[src/rtl/mult_div_unit_pkg.sv]
// Shared encodings for the EX-stage multiply/divide unit.
//   ALU_mult / ALU_div : alu_control values that launch an op
//   move_high / move_low : move_hi_lo values that select an MFHI / MFLO read
//   mdu_state_e : FSM state codes
package mult_div_unit_pkg;

    localparam int unsigned ALU_CTRL_W = 5;
    localparam int unsigned MOVE_W     = 2;

    localparam logic [ALU_CTRL_W-1:0] ALU_mult = 5'd12;
    localparam logic [ALU_CTRL_W-1:0] ALU_div  = 5'd13;

    localparam logic [MOVE_W-1:0] move_none = 2'd0;
    localparam logic [MOVE_W-1:0] move_high = 2'd1;
    localparam logic [MOVE_W-1:0] move_low  = 2'd2;

    typedef enum logic [1:0] {
        MDU_IDLE = 2'd0,
        MDU_RUN  = 2'd1,
        MDU_DONE = 2'd2
    } mdu_state_e;

endpackage

[src/rtl/mult_div_unit.sv]
// Iterative signed multiply/divide unit with architectural HI/LO registers.
// Ports:
//   clk, rst_n          clock, asynchronous active-low reset
//   valid_i             EX holds a real instruction
//   alu_control         decoded op; ALU_mult / ALU_div launch an op
//   move_hi_lo          MFHI / MFLO select (0 = none)
//   src_a, src_b        multiplicand/dividend, multiplier/divisor
//   flush_i             kill EX instruction and abort any op in flight
//   busy_o              op in flight
//   stall_o             combinational freeze request for IF/ID/EX
//   hilo_out            HI or LO selected by move_hi_lo, else 0
//   hi_o, lo_o          architectural HI / LO
//   div_by_zero_o       one-cycle pulse when a DIV by zero completes
module mult_div_unit
    import mult_div_unit_pkg::*;
#(
    parameter int unsigned WIDTH = 32,
    parameter int unsigned ITERS = WIDTH
) (
    input  logic                  clk,
    input  logic                  rst_n,
    input  logic                  valid_i,
    input  logic [ALU_CTRL_W-1:0] alu_control,
    input  logic [MOVE_W-1:0]     move_hi_lo,
    input  logic [WIDTH-1:0]      src_a,
    input  logic [WIDTH-1:0]      src_b,
    input  logic                  flush_i,
    output logic                  busy_o,
    output logic                  stall_o,
    output logic [WIDTH-1:0]      hilo_out,
    output logic [WIDTH-1:0]      hi_o,
    output logic [WIDTH-1:0]      lo_o,
    output logic                  div_by_zero_o
);

    localparam int unsigned CNT_W = 6;
    localparam int unsigned ACC_W = 2 * WIDTH + 1;

    function automatic logic [WIDTH-1:0] abs_w(input logic [WIDTH-1:0] x);
        return x[WIDTH-1] ? (~x + WIDTH'(1)) : x;
    endfunction

    function automatic logic [WIDTH-1:0] neg_w(input logic [WIDTH-1:0] x);
        return ~x + WIDTH'(1);
    endfunction

    function automatic logic [2*WIDTH-1:0] neg_2w(input logic [2*WIDTH-1:0] x);
        return ~x + (2 * WIDTH)'(1);
    endfunction

    mdu_state_e         state_q, state_d;
    logic [CNT_W-1:0]   count_q, count_d;
    logic [ACC_W-1:0]   acc_q, acc_d;
    logic [WIDTH-1:0]   opnd_q, opnd_d;
    logic [WIDTH-1:0]   a_raw_q, a_raw_d;
    logic               sign_a_q, sign_a_d;
    logic               sign_b_q, sign_b_d;
    logic               is_div_q, is_div_d;
    logic               dz_q, dz_d;
    logic [WIDTH-1:0]   hi_q, hi_d;
    logic [WIDTH-1:0]   lo_q, lo_d;
    logic               busy_q, busy_d;
    logic               dbz_q, dbz_d;

    logic               start_c;
    logic               mf_req_c;
    logic               op_div_c;
    logic [ACC_W-1:0]   step_c;
    logic [WIDTH:0]     mul_sum_c;
    logic [ACC_W-1:0]   div_shl_c;
    logic [WIDTH:0]     div_trial_c;
    logic               div_ge_c;
    logic [2*WIDTH-1:0] prod_c;
    logic [WIDTH-1:0]   res_hi_c;
    logic [WIDTH-1:0]   res_lo_c;

    // Request decode and pipeline stall
    always_comb begin
        op_div_c = (alu_control == ALU_div);
        start_c  = valid_i & ((alu_control == ALU_mult) | op_div_c);
        mf_req_c = valid_i & (move_hi_lo != move_none);
        stall_o  = busy_q & (start_c | mf_req_c);
    end

    // One radix-2 step: shift-add multiply or restoring shift-subtract divide
    always_comb begin
        mul_sum_c   = acc_q[ACC_W-1:WIDTH] + (acc_q[0] ? {1'b0, opnd_q} : '0);
        div_shl_c   = {acc_q[ACC_W-2:0], 1'b0};
        div_trial_c = div_shl_c[ACC_W-1:WIDTH] - {1'b0, opnd_q};
        div_ge_c    = (div_shl_c[ACC_W-1:WIDTH] >= {1'b0, opnd_q});
        if (is_div_q) begin
            step_c = div_ge_c ? {div_trial_c, div_shl_c[WIDTH-1:1], 1'b1} : div_shl_c;
        end else begin
            step_c = {1'b0, mul_sum_c, acc_q[WIDTH-1:1]};
        end
    end

    // Sign correction of the magnitude result
    always_comb begin
        prod_c   = acc_q[2*WIDTH-1:0];
        res_hi_c = '0;
        res_lo_c = '0;
        if (sign_a_q ^ sign_b_q) begin
            prod_c = neg_2w(acc_q[2*WIDTH-1:0]);
        end
        if (!is_div_q) begin
            res_hi_c = prod_c[2*WIDTH-1:WIDTH];
            res_lo_c = prod_c[WIDTH-1:0];
        end else if (dz_q) begin
            res_hi_c = a_raw_q;
            res_lo_c = '1;
        end else begin
            // Quotient truncates toward zero; remainder follows dividend sign
            res_lo_c = (sign_a_q ^ sign_b_q) ? neg_w(acc_q[WIDTH-1:0]) : acc_q[WIDTH-1:0];
            res_hi_c = sign_a_q ? neg_w(acc_q[2*WIDTH-1:WIDTH]) : acc_q[2*WIDTH-1:WIDTH];
        end
    end

    // Next-state logic
    always_comb begin
        state_d  = state_q;
        count_d  = count_q;
        acc_d    = acc_q;
        opnd_d   = opnd_q;
        a_raw_d  = a_raw_q;
        sign_a_d = sign_a_q;
        sign_b_d = sign_b_q;
        is_div_d = is_div_q;
        dz_d     = dz_q;
        hi_d     = hi_q;
        lo_d     = lo_q;
        busy_d   = busy_q;
        dbz_d    = 1'b0;

        case (state_q)
            MDU_IDLE: begin
                if (start_c && !flush_i) begin
                    state_d  = MDU_RUN;
                    busy_d   = 1'b1;
                    count_d  = CNT_W'(ITERS - 1);
                    is_div_d = op_div_c;
                    sign_a_d = src_a[WIDTH-1];
                    sign_b_d = src_b[WIDTH-1];
                    a_raw_d  = src_a;
                    dz_d     = (src_b == '0);
                    // Divide: low half holds |dividend|, opnd is |divisor|.
                    // Multiply: low half holds |multiplier|, opnd is |multiplicand|.
                    opnd_d   = op_div_c ? abs_w(src_b) : abs_w(src_a);
                    acc_d    = {(WIDTH + 1)'(0), op_div_c ? abs_w(src_a) : abs_w(src_b)};
                end
            end
            MDU_RUN: begin
                if (flush_i) begin
                    state_d = MDU_IDLE;
                    busy_d  = 1'b0;
                end else begin
                    acc_d = step_c;
                    if (count_q == '0) begin
                        state_d = MDU_DONE;
                    end else begin
                        count_d = count_q - CNT_W'(1);
                    end
                end
            end
            MDU_DONE: begin
                state_d = MDU_IDLE;
                busy_d  = 1'b0;
                if (!flush_i) begin
                    hi_d  = res_hi_c;
                    lo_d  = res_lo_c;
                    dbz_d = is_div_q & dz_q;
                end
            end
            default: begin
                state_d = MDU_IDLE;
                busy_d  = 1'b0;
            end
        endcase
    end

    // State and datapath registers
    always_ff @(posedge clk or negedge rst_n) begin
        if (!rst_n) begin
            state_q  <= MDU_IDLE;
            count_q  <= '0;
            acc_q    <= '0;
            opnd_q   <= '0;
            a_raw_q  <= '0;
            sign_a_q <= 1'b0;
            sign_b_q <= 1'b0;
            is_div_q <= 1'b0;
            dz_q     <= 1'b0;
            hi_q     <= '0;
            lo_q     <= '0;
            busy_q   <= 1'b0;
            dbz_q    <= 1'b0;
        end else begin
            state_q  <= state_d;
            count_q  <= count_d;
            acc_q    <= acc_d;
            opnd_q   <= opnd_d;
            a_raw_q  <= a_raw_d;
            sign_a_q <= sign_a_d;
            sign_b_q <= sign_b_d;
            is_div_q <= is_div_d;
            dz_q     <= dz_d;
            hi_q     <= hi_d;
            lo_q     <= lo_d;
            busy_q   <= busy_d;
            dbz_q    <= dbz_d;
        end
    end

    // MFHI / MFLO read of the architectural registers
    always_comb begin
        hilo_out = '0;
        if (move_hi_lo == move_high) begin
            hilo_out = hi_q;
        end else if (move_hi_lo == move_low) begin
            hilo_out = lo_q;
        end
    end

    assign busy_o        = busy_q;
    assign hi_o          = hi_q;
    assign lo_o          = lo_q;
    assign div_by_zero_o = dbz_q;

endmodule
[config.mk]
export PLATFORM = sky130hd
export DESIGN_NAME = mult_div_unit
export DESIGN_NICKNAME = d
export VERILOG_FILES = /design/src/rtl/mult_div_unit_pkg.sv /design/src/rtl/mult_div_unit.sv
export SDC_FILE = /design/constraint.sdc
export NUM_CORES = 1
export LEC_CHECK = 0
export ABC_AREA = 0
export CORE_ASPECT_RATIO = 1.75
export CORE_MARGIN = 3
export CORE_UTILIZATION = 40
export DETAILED_ROUTE_END_ITERATION = 16
export GPL_ROUTABILITY_DRIVEN = 0
export PLACE_DENSITY = 0.6
export SLEW_MARGIN = 20
export SYNTH_ARGS = -nofsm -noshare
export SYNTH_HDL_FRONTEND = slang
export SYNTH_SLANG_ARGS = --single-unit
[constraint.sdc]
create_clock -name clk -period 5.6 [get_ports clk]
set_clock_uncertainty 0.15 [all_clocks]
set_input_delay 1.12 -clock clk [delete_from_list [all_inputs] [get_ports clk]]
set_output_delay 1.12 -clock clk [all_outputs]
set_load 0.01 [all_outputs]
Word level (Yosys, flattened, before mapping)

Index checks and enable logic that the tools add are counted.

Flip-flop bits (word level): 207
Input bits: 75
Output and inout bits: 99
Word-level logic and storage cells: 91

$add $sub $neg: 8
Magnitude comparators: 1
Eq/ne operators: 11
Muxes and demuxes: 32
Bitwise gates (word level): 13
Reductions and logical operators: 13

Operators by type and width:

| operator                                                               | count |
|---|---|
| 32-bit two-way mux                                                     | 13 |
| 65-bit two-way mux                                                     | 4 |
| 65-bit one-hot mux with 2 select lines                                 | 1 |
| 32-bit by 1-bit adder with 32-bit output (second input constant)       | 4 |
| 32-bit inverter                                                        | 4 |
| 64-bit by 1-bit adder with 64-bit output (second input constant)       | 1 |
| 64-bit two-way mux                                                     | 1 |
| 64-bit inverter                                                        | 1 |
| 33-bit by 32-bit adder with 33-bit output                              | 1 |
| 33-bit by 32-bit >= comparator with 1-bit output                       | 1 |
| 33-bit by 32-bit subtractor with 33-bit output                         | 1 |
| 32-bit zero test                                                       | 1 |
| 6-bit two-way mux                                                      | 3 |
| 6-bit one-hot mux with 2 select lines                                  | 1 |
| 5-bit by 4-bit equality test with 1-bit output (second input constant) | 2 |
| 2-bit != test (second input constant)                                  | 4 |
| 2-bit AND reduction                                                    | 4 |
| 6-bit zero test                                                        | 1 |
| 2-bit two-way mux                                                      | 3 |
| 6-bit by 1-bit subtractor with 6-bit output (second input constant)    | 1 |
| 1-bit AND                                                              | 4 |
| 2-bit by 1-bit equality test with 1-bit output (second input constant) | 2 |
| 2-bit equality test (second input constant)                            | 2 |
| 1-bit two-way mux                                                      | 4 |
| other kinds (12)                                                       | 14 |

Longest topological paths before layout

Word-level depth: 6
Depth in mapped cells: 15
Gate-level depth less buffers: 14

Worst setup path before layout

Ideal clock, no wire load.

Path kind: input-to-reg
Start point: input src_b[11]
End point: register opnd_q[29]
Library setup time: 0.133 ns
Arrival time: 3.538 ns
Required time: 5.317 ns
Slack: 1.779 ns
Stages on the path: 11
Path buffers: 1
Cells stage by stage: or4_1 -> or2_2 -> clkbuf_1 -> nor3_1 -> nand3b_1 -> or4_1 -> o31ai_1 -> xor2_1 -> nor2_1 -> a21oi_1 -> o21ai_0

Longest elaborated chain between the ends: 4

RTL lines:

| item                                     | line                 | RTL |
|---|---|---|
| from (decl)                              | mult_div_unit.sv:26  | `input logic [WIDTH-1:0] src_b,` |
| 32-bit inverter                          | mult_div_unit.sv:40  | `return x[WIDTH-1] ? (~x + WIDTH'(1)) : x;` |
| 32-bit by 1-bit adder with 32-bit output | mult_div_unit.sv:40  |  |
| 32-bit two-way mux                       | mult_div_unit.sv:40  |  |
| 32-bit two-way mux                       | mult_div_unit.sv:148 | `opnd_d = op_div_c ? abs_w(src_b) : abs_w(src_a);` |
| to (signal assigned)                     | mult_div_unit.sv:201 | `opnd_q <= opnd_d;` |
| to (decl)                                | mult_div_unit.sv:54  | `logic [WIDTH-1:0] opnd_q, opnd_d;` |

No other way between the ends.
A chain may end at the register's enable or synchronous reset.

Worst setup path after layout

Start point: register acc_q[0]
End point: register acc_q[63]

Longest elaborated chain between the ends: 5

RTL lines:

| item                                      | line                 | RTL |
|---|---|---|
| from (decl)                               | mult_div_unit.sv:53  | `logic [ACC_W-1:0] acc_q, acc_d;` |
| from (signal assigned)                    | mult_div_unit.sv:186 | `acc_q <= '0;` |
| from (signal assigned)                    | mult_div_unit.sv:200 | `acc_q <= acc_d;` |
| 32-bit two-way mux                        | mult_div_unit.sv:87  | `mul_sum_c = acc_q[ACC_W-1:WIDTH] + (acc_q[0] ? {1'b0, opnd_q} : '0);` |
| 33-bit by 32-bit adder with 33-bit output | mult_div_unit.sv:87  |  |
| 65-bit two-way mux                        | mult_div_unit.sv:91  | `if (is_div_q) begin` |
| 65-bit two-way mux                        | mult_div_unit.sv:153 | `if (flush_i) begin` |
| 65-bit one-hot mux with 2 select lines    | mult_div_unit.sv:135 | `case (state_q)` |

No other way between the ends. The select of a mux whose other input is x is not followed.

==> results_dict.tcl <==
set metrics [dict create \
    async_reset_ff_share_pct 100 \
    totalWireLength_mm 65.7 \
    cts.sinks 206 \
    area_growth_pct 17.0 \
    wl_per_cell_um 23.5 \
    synth_mux_area_share_pct 4.87 \
    worst-setup-path-type "reg2reg" \
    relSlewSlack_pct 31.5 \
    cts_resized 0 \
    syn-instance-count 2139 \
    leakage_nw 8.48 \
    yosysMostFrequentCell "nand2_1" \
    dieWidth_um 160 \
    cts.reportedPaths.clkPinSlew_ps 70 \
    worstPathRequired_ps 5900 \
    arrival_ps 4570 \
    reg2reg_slack_ps 1340 \
    power-per-cell-area_nw_per_um2 401 \
    grt_usage_pct 28.8 \
    power.total_mw 7.82 \
    start_util_pct 40.6 \
    syn_area_um2 16700 \
    grt_pass1_wl_mm 99.3 \
    start_kind "flip-flop" \
    yosysTopAreaCellShare_pct 30.9 \
    worst_pin_slew_ps 1030 \
    fill_cells 4089 \
    synth-edff-count 0 \
    antenna_left 0 \
    synth_compound_area_share_pct 24.5 \
    whs_endpoint "a_raw_q[28]" \
    clk_latency_ps 530 \
    period_share_pct 76.1 \
    setup_tns_ps 0 \
    rsz0062_at_grt "false" \
    grt_pass1_vias 16425 \
    ir_worst_vdd_mv 0.205 \
    slew_viol_final 0 \
    synthAdderAreaFrac_pct 5.49 \
    port_buffers 173 \
    dr_total_vias 16691 \
    numCtsBuffers 22 \
    hold_class "reg2reg" \
    cts_max_level 1 \
    post_cts_buffers 0 \
    ys_dominant_reg_cell "dfrtp_1" \
    reg2reg_depth 15 \
    yosysWarnings 0 \
    drive_gt1_share_pct 5.13 \
    grt_start_max_net_pins 92 \
    clock.fmax_mhz 235 \
    synth-seq-area-share_pct 30.9 \
    rows 98 \
    synth_common_cells "311 x nand2_1, 221 x nor2_1, 206 x dfrtp_1" \
    yosys.area_share.simple_pct 19.3 \
    whs_path_depth 2 \
    viasPerCell 5.98 \
    core_area_um2 41100 \
    cts_tree "built" \
    setup_slack_ps 1340 \
    first_pass_iters 6 \
    setup_viol 0 \
    r2r_start "acc_q[0]" \
    layout.nets 2373 \
    cts_root_buf "clkbuf_16" \
    grt_overflow 0 \
    clockBufferDepth 3 \
    drt-initial-drc-count 1481 \
    n_antenna_cell 0 \
    syn_avg_cell_area_um2 7.80 \
    outcome "finished clean" \
    crit_path_max_fanout 30 \
    io_pins 174 \
    maxCapViolCount 0 \
    reg2reg_to "acc_q[63]" \
    die_area_um2 44300 \
    synth_area_leader_cell "dfrtp_1" \
    hold_buffers 0 \
    dp_hpwl_mm 50.9 \
    dp_slack_ps 1010 \
    synth_nets 2286 \
    endpoint_kind "flip-flop" \
    synth_cell_types 79 \
    hold_viol 0 \
    drc 0 \
    synth_top_family_by_area "compound AO/OA/AOI/OAI gates" \
    die_y_um 276 \
    fin_crit_ps 4260 \
    synth_xor_area_share_pct 10.2 \
    antenna_found_initial 0 \
    synth_seq_cells 206 \
    hold_path_startpoint "a_raw_q[28]" \
    yosys-top-cells-area "dfrtp_1 31%, nand2_1 7.0%, a21oi_1 6.0%" \
]
final cells by class:
cell class / count / area (um^2) / share of cell area (%)
multi-input cells: 1729 / 10800 / 55.2
flip-flops and latches: 206 / 5160 / 26.4
clock inverters: 11 / 101 / 0.519
inverters: 64 / 240 / 1.23
repair buffers: 203 / 1960 / 10.1
well taps: 550 / 688 / 3.52
clock buffers: 29 / 607 / 3.11
where the power goes:
group	total, mW	switching [mW]	internal (mW)
sequential	2.35	0.588	1.76
clock	1.48	0.664	0.817
combinational	3.99	2.37	1.63
total	7.82	3.62	4.20
state kept, by name, summed over array words and instances (netlist names):
register / count
a_raw_q: 32
acc_q: 65
busy_o: 1
count_q: 6
div_by_zero_o: 1
dz_q: 1
hi_o: 32
is_div_q: 1
lo_o: 32
opnd_q: 32
sign_b_q: 1
state_q: 2
metrics by stage:
| step | util [%] | std cells | area, um^2 | hold WS, ps |
|---|---|---|---|---|
| after floorplan | - | 2139 | 16700 | 290 |
| after global placement | 45.8 | 2752 | 18800 | 312 |
| after detailed placement | 45.8 | 2752 | 18800 | 315 |
| after CTS | 47.6 | 2792 | 19500 | 331 |
| after global routing | 47.5 | 2792 | 19500 | 359 |
| final | 47.5 | 2792 | 19500 | 330 |
logic make-up after synthesis:
group | Yosys count
buffers and inverters | 204
multiplexers | 80
AND/OR/NAND/NOR | 729
XOR/XNOR | 195
AO/OA/AOI/OAI | 653
adder cells (fa/ha/maj) | 72
flip-flops | 206
layout by cell type (no fill, tap or decap), types with 11 or more instances in the layout:
master           Yosys  final
a22o_1              33     33
xor2_1             112    111
a21o_1              43     43
xnor2_1             83     83
nor3_1              36     36
o221ai_1            14     14
clkdlybuf4s50_1      0    170
nand2b_1            22     22
o21ai_0            174    174
a31oi_1             37     37
a21oi_1            200    200
buf_4                1     29
dfrtp_1            206    205
o211ai_1            26     26
a211oi_1            14     14
or4_1               12     12
inv_1               62     62
and2_1              12     11
nor2_1             221    219
ha_1                70     70
o41ai_1             13     13
nand2_1            311    310
clkbuf_16            0     22
or3_1               23     23
nand3_1             31     31
o31ai_1             32     32
mux2i_1             70     70
worst max path at each step:
stage | startpoint | to | slack, ps | depth (start not counted)
floorplan | src_b[11] | opnd_q[29] | 1780 | 11
global placement | src_b[11] | acc_q[29] | 1030 | 11
detailed placement | src_b[11] | opnd_q[29] | 1010 | 11
CTS | move_hi_lo[1] | hilo_out[22] | 1360 | 5
global route | acc_q[32] | hi_o[28] | 1120 | 12
finish | acc_q[0] | acc_q[63] | 1340 | 15
layer usage:
| layer | wire, um | part of all wire [%] | global-route usage [%] |
|---|---|---|---|
| met3 | 3420 | 5.2 | 2.53 |
| met2 | 32500 | 49 | 49.9 |
| met4 | 6020 | 9.2 | 22.3 |
| met1 | 23700 | 36 | 32.2 |
| met5 | 0 | 0 | 0 |
critical path, stage by stage, from the launching register on:
cell and delay, ps:
dfrtp_1 350, clkinv_1 300, buf_4 370, nor2_1 150
ha_1 280, o21a_1 190, o31ai_1 120, a41oi_1 290
a211oi_1 360, buf_4 200, o211ai_1 130, a41o_1 340
a2111oi_0 490, nor3_1 160, xnor2_1 140, o21ai_0 140
Power figures use the tool's default switching activity.
